<file path="src/rtl/div_seq_pkg.sv">
// div_seq_pkg
//   Shared definitions for the E-stage divide sequencer:
//   - divState_t : 2-bit sequencer state encoding
//   - EXE_DIV_OP / EXE_DIVU_OP : ALU op codes the E stage decodes into
//     start / signed_div
//   - isDivOp() : helper for the E stage to derive start
package div_seq_pkg;

    typedef enum logic [1:0] {
        DIV_IDLE  = 2'b00,
        DIV_DZERO = 2'b01,
        DIV_ON    = 2'b10,
        DIV_END   = 2'b11
    } divState_t;

    localparam logic [7:0] EXE_DIV_OP  = 8'b0001_1010;
    localparam logic [7:0] EXE_DIVU_OP = 8'b0001_1011;

    function automatic logic isDivOp(input logic [7:0] aluOp);
        return (aluOp == EXE_DIV_OP) || (aluOp == EXE_DIVU_OP);
    endfunction

endpackage

</file>
<file path="src/rtl/div_seq_if.sv">
// div_seq_if
//   Request/response bundle between the E stage (master) and the divide
//   sequencer (slave).
//   master drives : start, signed_div, annul, opdata1, opdata2
//   slave drives  : result {HI, LO}, div_ready, busy
interface div_seq_if #(
    parameter int WIDTH = 32
);
    logic                 start;
    logic                 signed_div;
    logic                 annul;
    logic [WIDTH-1:0]     opdata1;
    logic [WIDTH-1:0]     opdata2;
    logic [2*WIDTH-1:0]   result;
    logic                 div_ready;
    logic                 busy;

    modport master (
        output start, signed_div, annul, opdata1, opdata2,
        input  result, div_ready, busy
    );

    modport slave (
        input  start, signed_div, annul, opdata1, opdata2,
        output result, div_ready, busy
    );
endinterface

</file>
<file path="src/rtl/div_seq_step.sv">
// div_seq_step
//   One radix-2 restoring iteration: shift the partial remainder/quotient
//   register left by one, trial-subtract the divisor from the upper
//   WIDTH+1 bits, keep the difference on no-borrow and shift in the
//   quotient bit.
//   dividendIn  : {partial remainder (WIDTH+1), quotient/dividend (WIDTH)}
//   divisor     : divisor magnitude
//   dividendOut : register value after this iteration
module div_seq_step #(
    parameter int WIDTH = 32
) (
    input  logic [2*WIDTH:0] dividendIn,
    input  logic [WIDTH-1:0] divisor,
    output logic [2*WIDTH:0] dividendOut
);
    logic [2*WIDTH:0] shifted;
    logic [WIDTH:0]   upper;
    logic [WIDTH+1:0] diff;
    logic             borrow;

    always_comb begin
        shifted = dividendIn << 1;
        upper   = shifted[2*WIDTH:WIDTH];
        diff    = {1'b0, upper} - {2'b00, divisor};
        borrow  = diff[WIDTH+1];
        // shifted[0] is always 0, so OR-ing places the new quotient bit.
        dividendOut = {(borrow ? upper : diff[WIDTH:0]),
                       shifted[WIDTH-1:0] | {{(WIDTH-1){1'b0}}, ~borrow}};
    end
endmodule

</file>
<file path="src/rtl/div_seq.sv">
// div_seq
//   Multi-cycle DIV/DIVU sequencer for the E stage. Restoring division,
//   one quotient bit per cycle; div_ready pulses for one cycle when the
//   registered {HI, LO} result is valid. annul abandons the operation
//   and holds the previous result.
//   clk : rising-edge clock
//   rst : synchronous active-high reset
//   bus : div_seq_if slave (start, signed_div, annul, opdata1, opdata2 in;
//         result, div_ready, busy out)
//
//   state     | meaning
//   DIV_IDLE  | waiting for start; latches operands on acceptance
//   DIV_DZERO | divisor was zero; result forced to 0
//   DIV_ON    | iterating, one quotient bit per cycle
//   DIV_END   | result valid, div_ready high for this cycle
module div_seq
    import div_seq_pkg::*;
#(
    parameter int WIDTH = 32
) (
    input  logic        clk,
    input  logic        rst,
    div_seq_if.slave    bus
);
    localparam int CW = $clog2(WIDTH);

    divState_t          state, stateNext;
    logic [CW-1:0]      cnt;
    logic [2*WIDTH:0]   dividend, dividendStep;
    logic [WIDTH-1:0]   divisor;
    logic               negQuot, negRem;
    logic [2*WIDTH-1:0] resultReg, resultNext;
    logic               readyReg, busyReg;

    logic               accept, loadOps, doStep, toEnd;
    logic [WIDTH-1:0]   absA, absB, quotFixed, remFixed;

    div_seq_step #(.WIDTH(WIDTH)) uStep (
        .dividendIn  (dividend),
        .divisor     (divisor),
        .dividendOut (dividendStep)
    );

    assign accept = bus.start & ~bus.annul;

    // state register
    always_ff @(posedge clk) begin
        if (rst) state <= DIV_IDLE;
        else     state <= stateNext;
    end

    // next state
    always_comb begin
        stateNext = state;
        case (state)
            DIV_IDLE: begin
                if (accept)
                    stateNext = (bus.opdata2 == '0) ? DIV_DZERO : DIV_ON;
            end
            DIV_DZERO: stateNext = DIV_END;
            DIV_ON: begin
                if (cnt == CW'(WIDTH - 1)) stateNext = DIV_END;
            end
            DIV_END:   stateNext = DIV_IDLE;
            default:   stateNext = DIV_IDLE;
        endcase
        if (bus.annul) stateNext = DIV_IDLE;
    end

    // output / datapath control
    always_comb begin
        absA = (bus.signed_div & bus.opdata1[WIDTH-1]) ? -bus.opdata1 : bus.opdata1;
        absB = (bus.signed_div & bus.opdata2[WIDTH-1]) ? -bus.opdata2 : bus.opdata2;
        // Sign fix applies to the final iteration's output, registered on entry to END.
        quotFixed = negQuot ? -dividendStep[WIDTH-1:0] : dividendStep[WIDTH-1:0];
        remFixed  = negRem  ? -dividendStep[2*WIDTH-1:WIDTH] : dividendStep[2*WIDTH-1:WIDTH];
        loadOps   = (state == DIV_IDLE) & accept;
        doStep    = (state == DIV_ON) & ~bus.annul;
        toEnd     = (stateNext == DIV_END);
        resultNext = (state == DIV_ON) ? {remFixed, quotFixed} : '0;
    end

    always_ff @(posedge clk) begin
        if (rst) begin
            cnt       <= '0;
            dividend  <= '0;
            divisor   <= '0;
            negQuot   <= 1'b0;
            negRem    <= 1'b0;
            resultReg <= '0;
            readyReg  <= 1'b0;
            busyReg   <= 1'b0;
        end else begin
            if (loadOps) begin
                dividend <= {{(WIDTH+1){1'b0}}, absA};
                divisor  <= absB;
                negQuot  <= bus.signed_div & (bus.opdata1[WIDTH-1] ^ bus.opdata2[WIDTH-1]);
                negRem   <= bus.signed_div & bus.opdata1[WIDTH-1];
                cnt      <= '0;
            end
            if (doStep) begin
                dividend <= dividendStep;
                cnt      <= cnt + CW'(1);
            end
            if (toEnd) resultReg <= resultNext;
            readyReg <= toEnd;
            busyReg  <= (stateNext != DIV_IDLE);
        end
    end

    assign bus.result    = resultReg;
    assign bus.div_ready = readyReg;
    assign bus.busy      = busyReg;
endmodule

</file>
<file path="src/flat_wrapper.sv">
// flat-port wrapper written by rule: the top's interface ports become plain ports
module div_seq_flat import div_seq_pkg::*;
#(
    parameter int WIDTH = 32
)
  (clk, rst, bus_start, bus_signed_div, bus_annul, bus_opdata1, bus_opdata2, bus_result, bus_div_ready, bus_busy);
  div_seq_if #(.WIDTH(WIDTH)) bus_i ();
  input  logic clk;
  input  logic rst;
  input wire logic [$bits(bus_i.start)-1:0] bus_start;
  input wire logic [$bits(bus_i.signed_div)-1:0] bus_signed_div;
  input wire logic [$bits(bus_i.annul)-1:0] bus_annul;
  input wire logic [$bits(bus_i.opdata1)-1:0] bus_opdata1;
  input wire logic [$bits(bus_i.opdata2)-1:0] bus_opdata2;
  output wire logic [$bits(bus_i.result)-1:0] bus_result;
  output wire logic [$bits(bus_i.div_ready)-1:0] bus_div_ready;
  output wire logic [$bits(bus_i.busy)-1:0] bus_busy;
  assign bus_i.start = bus_start;
  assign bus_i.signed_div = bus_signed_div;
  assign bus_i.annul = bus_annul;
  assign bus_i.opdata1 = bus_opdata1;
  assign bus_i.opdata2 = bus_opdata2;
  assign bus_result = bus_i.result;
  assign bus_div_ready = bus_i.div_ready;
  assign bus_busy = bus_i.busy;
  div_seq #(.WIDTH(WIDTH)) u_core (.clk(clk), .rst(rst), .bus(bus_i));
endmodule
</file>
<file path="config.mk">
export PLATFORM = sky130hd
export DESIGN_NAME = div_seq_flat
export DESIGN_NICKNAME = d
export VERILOG_FILES = /design/src/rtl/div_seq_pkg.sv /design/src/rtl/div_seq_if.sv /design/src/rtl/div_seq_step.sv /design/src/rtl/div_seq.sv /design/src/flat_wrapper.sv
export SDC_FILE = /design/constraint.sdc
export NUM_CORES = 1
export LEC_CHECK = 0
export ABC_AREA = 0
export BUFFER_PORTS_ARGS = -buffer_cell sky130_fd_sc_hd__buf_4
export CAP_MARGIN = 20
export CORE_ASPECT_RATIO = 1.4
export CORE_UTILIZATION = 55
export CTS_CLUSTER_DIAMETER = 150
export CTS_CLUSTER_SIZE = 10
export DETAILED_ROUTE_END_ITERATION = 16
export PLACE_DENSITY = 0.76
export SETUP_SLACK_MARGIN = 0.1
export SYNTH_ARGS = -nofsm -noshare
export SYNTH_HDL_FRONTEND = slang
export SYNTH_HIERARCHICAL = 1
export SYNTH_SLANG_ARGS = --single-unit
</file>
<file path="constraint.sdc">
create_clock -name clk -period 5.13 [get_ports clk]
set_input_delay 0.2565 -clock clk [delete_from_list [all_inputs] [get_ports clk]]
set_output_delay 0.2565 -clock clk [all_outputs]
set_load 0.03 [all_outputs]
</file>
# Yosys cells after proc, flatten, opt, wreduce, memory -nomap -nowiden
# Cells that the tools add are included.
# word_totals
regBits,171
out_inout_bits,66
wordCells,49
# op_classes
addsub,6
n_eq_ne,5
mux,15
n_bitwise,10
n_reduce_logical,4
# ops
operator,count
$mux W64,3
$mux W32,5
$neg A32 Y32,4
$sub A33 B32 Y34,1
$logic_not A32 Y1,1
$or A32 B1 Y32,1
$mux W5,2
$mux W2,4
$pmux W2 S4,1
$and A1 B1 Y1,6
$eq A2 B2 Y1 const B,3
$add A5 B1 Y5 const B,1
$eq A5 B5 Y1 const B,1
$reduce_bool A2 Y1,2
$eq A2 B1 Y1 const B,1
$logic_not A2 Y1,1
$not A1 Y1,2
$xor A1 B1 Y1,1

# Logic depth before layout (Yosys ltp)
# logic_depth
ltp_word,6
mapped_depth,21
mapped_depth_nobuf,18

# Cells and area by module
# The synthesis kept the hierarchy.
# modules_own_cells
mod,n_inst,cells_per_inst,area_each_um2
div_seq,1,1162,9158.8
div_seq_step,1,396,2613.8

# Worst setup path after synthesis
# OpenSTA, ideal clock, no wires.
# synth_timing
path_kind,reg-to-reg
start,reg u_core.divisor[10]
end,reg u_core.resultReg[60] (netlist: u_core/bus.result[60])
setup_ns,0.131
arrival_time_ns,4.364
required_time_ns,4.999
slack_ns,0.636
stages_incl_launch_ff,22
path_buffers,5
path_cell_list,dfxtp_1 -> inv_1 -> ha_1 -> buf_4 -> and3_1 -> and4_1 -> o211ai_1 -> a21boi_1 -> o21bai_2 -> a31o_4 -> buf_6 -> buf_6 -> nand2_1 -> o21ai_0 -> or4_1 -> buf_2 -> or4b_1 -> buf_2 -> or4_4 -> o21ai_2 -> xor2_1 -> o31ai_1
# synth_via
elab_chain_len,5
# synth_rtl
item,line_no,source
start: declaration,div_seq.sv:30,logic [WIDTH-1:0] divisor;
start signal: assignment,div_seq.sv:96,divisor <= absB;
$sub A33 B32 Y34,div_seq_step.sv:24,"diff = {1'b0, upper} - {2'b00, divisor};"
$mux W32,div_seq_step.sv:27,"dividendOut = {(borrow ? upper : diff[WIDTH:0]),"
via u_core.dividendStep[37],div_seq.sv:29,"logic [2*WIDTH:0] dividend, dividendStep;"
$neg A32 Y32,div_seq.sv:76,remFixed = negRem ? -dividendStep[2*WIDTH-1:WIDTH] : dividendStep[2*WIDTH-1:WIDTH];
$mux W32,div_seq.sv:76,
$mux W64,div_seq.sv:80,"resultNext = (state == DIV_ON) ? {remFixed, quotFixed} : '0;"
end signal: assignment,div_seq.sv:105,if (toEnd) resultReg <= resultNext;
end: declaration,div_seq.sv:32,"logic [2*WIDTH-1:0] resultReg, resultNext;"
# The timed path passes the listed nets, and every way through them passes these cells.
# A chain may end at the register's enable or synchronous reset.

# Worst setup path in the final report
# layout_timing
start,reg u_core.divisor[19]
end,reg u_core.resultReg[59] (netlist: u_core/bus.result[59])
# Same word-level chain as after synthesis.

==> impl_results.md <==
- PD cells: 302.5 nW/µm²
- Crit-path max FO: 12
- Initial DRC count: 896
- Vias post-DR: 11.53k
- Worst EP required: 5.42 ns
- Final setup skew: 0.007980 ns
- Cells on Worst Hold Path: 2
- CORE AREA: 20710 µm²
- Die Area: 21860 µm²
- WL/cell: 18.81 µm
- R2R cell count: 17
- GRT Overall Usage: 0.3225
- Synthesis-to-finish area growth: 13.36%
- Largest net degree at the start of global routing: 89
- Gpl congestion: 0.9308
- Synth Warn #: 6
- Tmin final: 4.787 ns
- DRC: 0
- Initial Utilization: 0.5647
- Clock buffer depth: 2
- Fmax: 0.2089 GHz
- Total Power: 4.011 mW
- Layout Nets: 1716
- Port Buffers: 134
- Io pins: 135
- CP Launch Type: flop
- Max-cap viol count: 0
- Cells after Synth: 1546
- Endpoints failing setup: 0
- Final period utilization: 0.9331
- Mapped Area: 11700 µm²
- First-pass GRT wire length: 55880 µm
- Avg Cell Area, Syn: 7.565 µm²
- VDD IR max: 253.5 µV
- Number of antenna violations at the first check in global routing: 0
- Worst-Skew Late Latency: 0.43 ns
- Hold Fails Final Rpt: 0
- Vias in the first global route: 10.97k
- Leak Pwr: 5.232 nW
- Layout cells sized above 1: 0.1545
- RSZ-0062 raised after global routing: false
- Post-synth net total: 1657
- Drt pass-1 iters: 5
- Die width: 125.2 µm
- CTS Sinks: 171
- Outcome: complete, no violations
- CTS tree: done
- H-tree lvl count: 4
- Detail-routed via count per cell: 6.154
- Post-DP HPWL: 26150 µm
- Setup crit end kind: flop
- Row cnt: 62
- Routed Antenna Nets: 0
- Setup TNS: 0 ns
- Clock-pin slew on the worst setup and hold paths: 0.07 ns
- Min-Delay Path Class: input pin to flop
- Count of pins over their slew limit: 0
- Total grt overflow: 0
- Total Wirelength: 35240 µm
- Crit path DAT: 5.07 ns
- Total CTS buffers: 17
- CTS root buffer: clkbuf_16
- Worst-margin pin slew: 1.076 ns
- Die height: 174.5 µm
- Crit path kind: flop to flop
- Number of diodes: 0
- Worst slew margin: 0.2814
==> per-stage QoR <==
step           setup WS, ns    util  std cells  hold WS, ns  instance area [µm²]
2_1_floorplan        0.6359       -       1546       0.3925                11700
3_3_place_gp         0.2838  0.6090       1839       0.4406                12610
3_5_place_dp         0.1585  0.6090       1839       0.4444                12610
4_1_cts              0.1298  0.6363       1871       0.1067                13180
5_1_grt              0.1147  0.6401       1874       0.1073                13260
6_report             0.3431  0.6401       1874       0.1176                13260
==> metal layers <==
metal  global-route usage  wire, µm
met1               0.3397     13120
met2               0.6043     18610
met3              0.03601      1399
met4               0.2068      2109
met5                    0         0
==> area by class of cell <==
cell class,instances,area [µm²]
Fill cell,1917,7453
Multi-Input combinational cell,1184,7420
Sequential cell,171,3423
Timing Repair Buffer,176,1325
Clock buffer,22,484.2
Tap cell,256,320.3
Inverter,55,206.4
Clock inverter,10,80.08
==> sequential cells by signal (all words and copies together) (netlist names) <==
name                  cells
u_core/bus.busy           1
u_core/bus.div_ready      1
u_core/bus.result        64
u_core/cnt                5
u_core/dividend          64
u_core/divisor           32
u_core/negQuot            1
u_core/negRem             1
u_core/state              2
==> worst paths after layout <==
kind,start,end,slack [ns]
worst min-delay path,bus_opdata2[31],u_core/divisor[31],0.12
worst max-delay path,u_core/divisor[19],u_core/bus.result[59],0.34
worst max register to register,u_core/divisor[19],u_core/bus.result[59],0.34
worst min register to register,u_core/bus.result[58],u_core/bus.result[58],0.45
==> cell usage in the layout (no fill, tap or decap), types with 4 or more instances in the layout <==
cell	instances
clkbuf_16	17
or3_1	13
o21ai_1	12
inv_1	55
xnor2_1	81
o211ai_1	4
o21a_1	9
nand3_1	96
nand2_1	182
nand3b_1	26
a31oi_1	20
and3_1	29
xor2_1	62
nand4_1	11
ha_1	40
a21o_1	11
o21ai_0	65
o22ai_1	21
a21oi_1	158
nor4b_1	4
or4_1	18
o31ai_1	49
clkbuf_8	4
nor2_1	101
dfxtp_1	171
or2_2	5
a211oi_1	28
o41ai_1	14
nand2b_1	11
nor4_1	11
a22o_1	4
and2_1	8
nor3_1	25
buf_4	175
==> where the power goes <==
group	internal (mW)	total (mW)	switching, mW
Sequential	1.37	1.43	0.0553
Clock	0.679	1.24	0.564
Combinational	0.531	1.34	0.809
Total	2.58	4.01	1.43
==> what timing repair did <==
item                                    4_1_cts  5_1_grt
setup buffers                                 0        2
endpoints found under the setup margin        0       14
hold buffers                                  0        0
gates resized for setup                       0       12
==> worst max-delay path: stages (launching register included) <==
cell and delay, ns:
dfxtp_1 0.33, inv_1 0.05, ha_1 0.45, nand3_4 0.12, nor3_1 0.26, and2_1 0.20, a21boi_1 0.24, o21bai_2 0.13
a31o_2 0.33, buf_4 0.20, nand2_1 0.07, o31ai_1 0.10, or4_1 0.56, or4b_4 0.62, or3_4 0.43, o21ai_0 0.29
xor2_1 0.18, o31ai_1 0.08
Power figures use the tool's default switching activity.
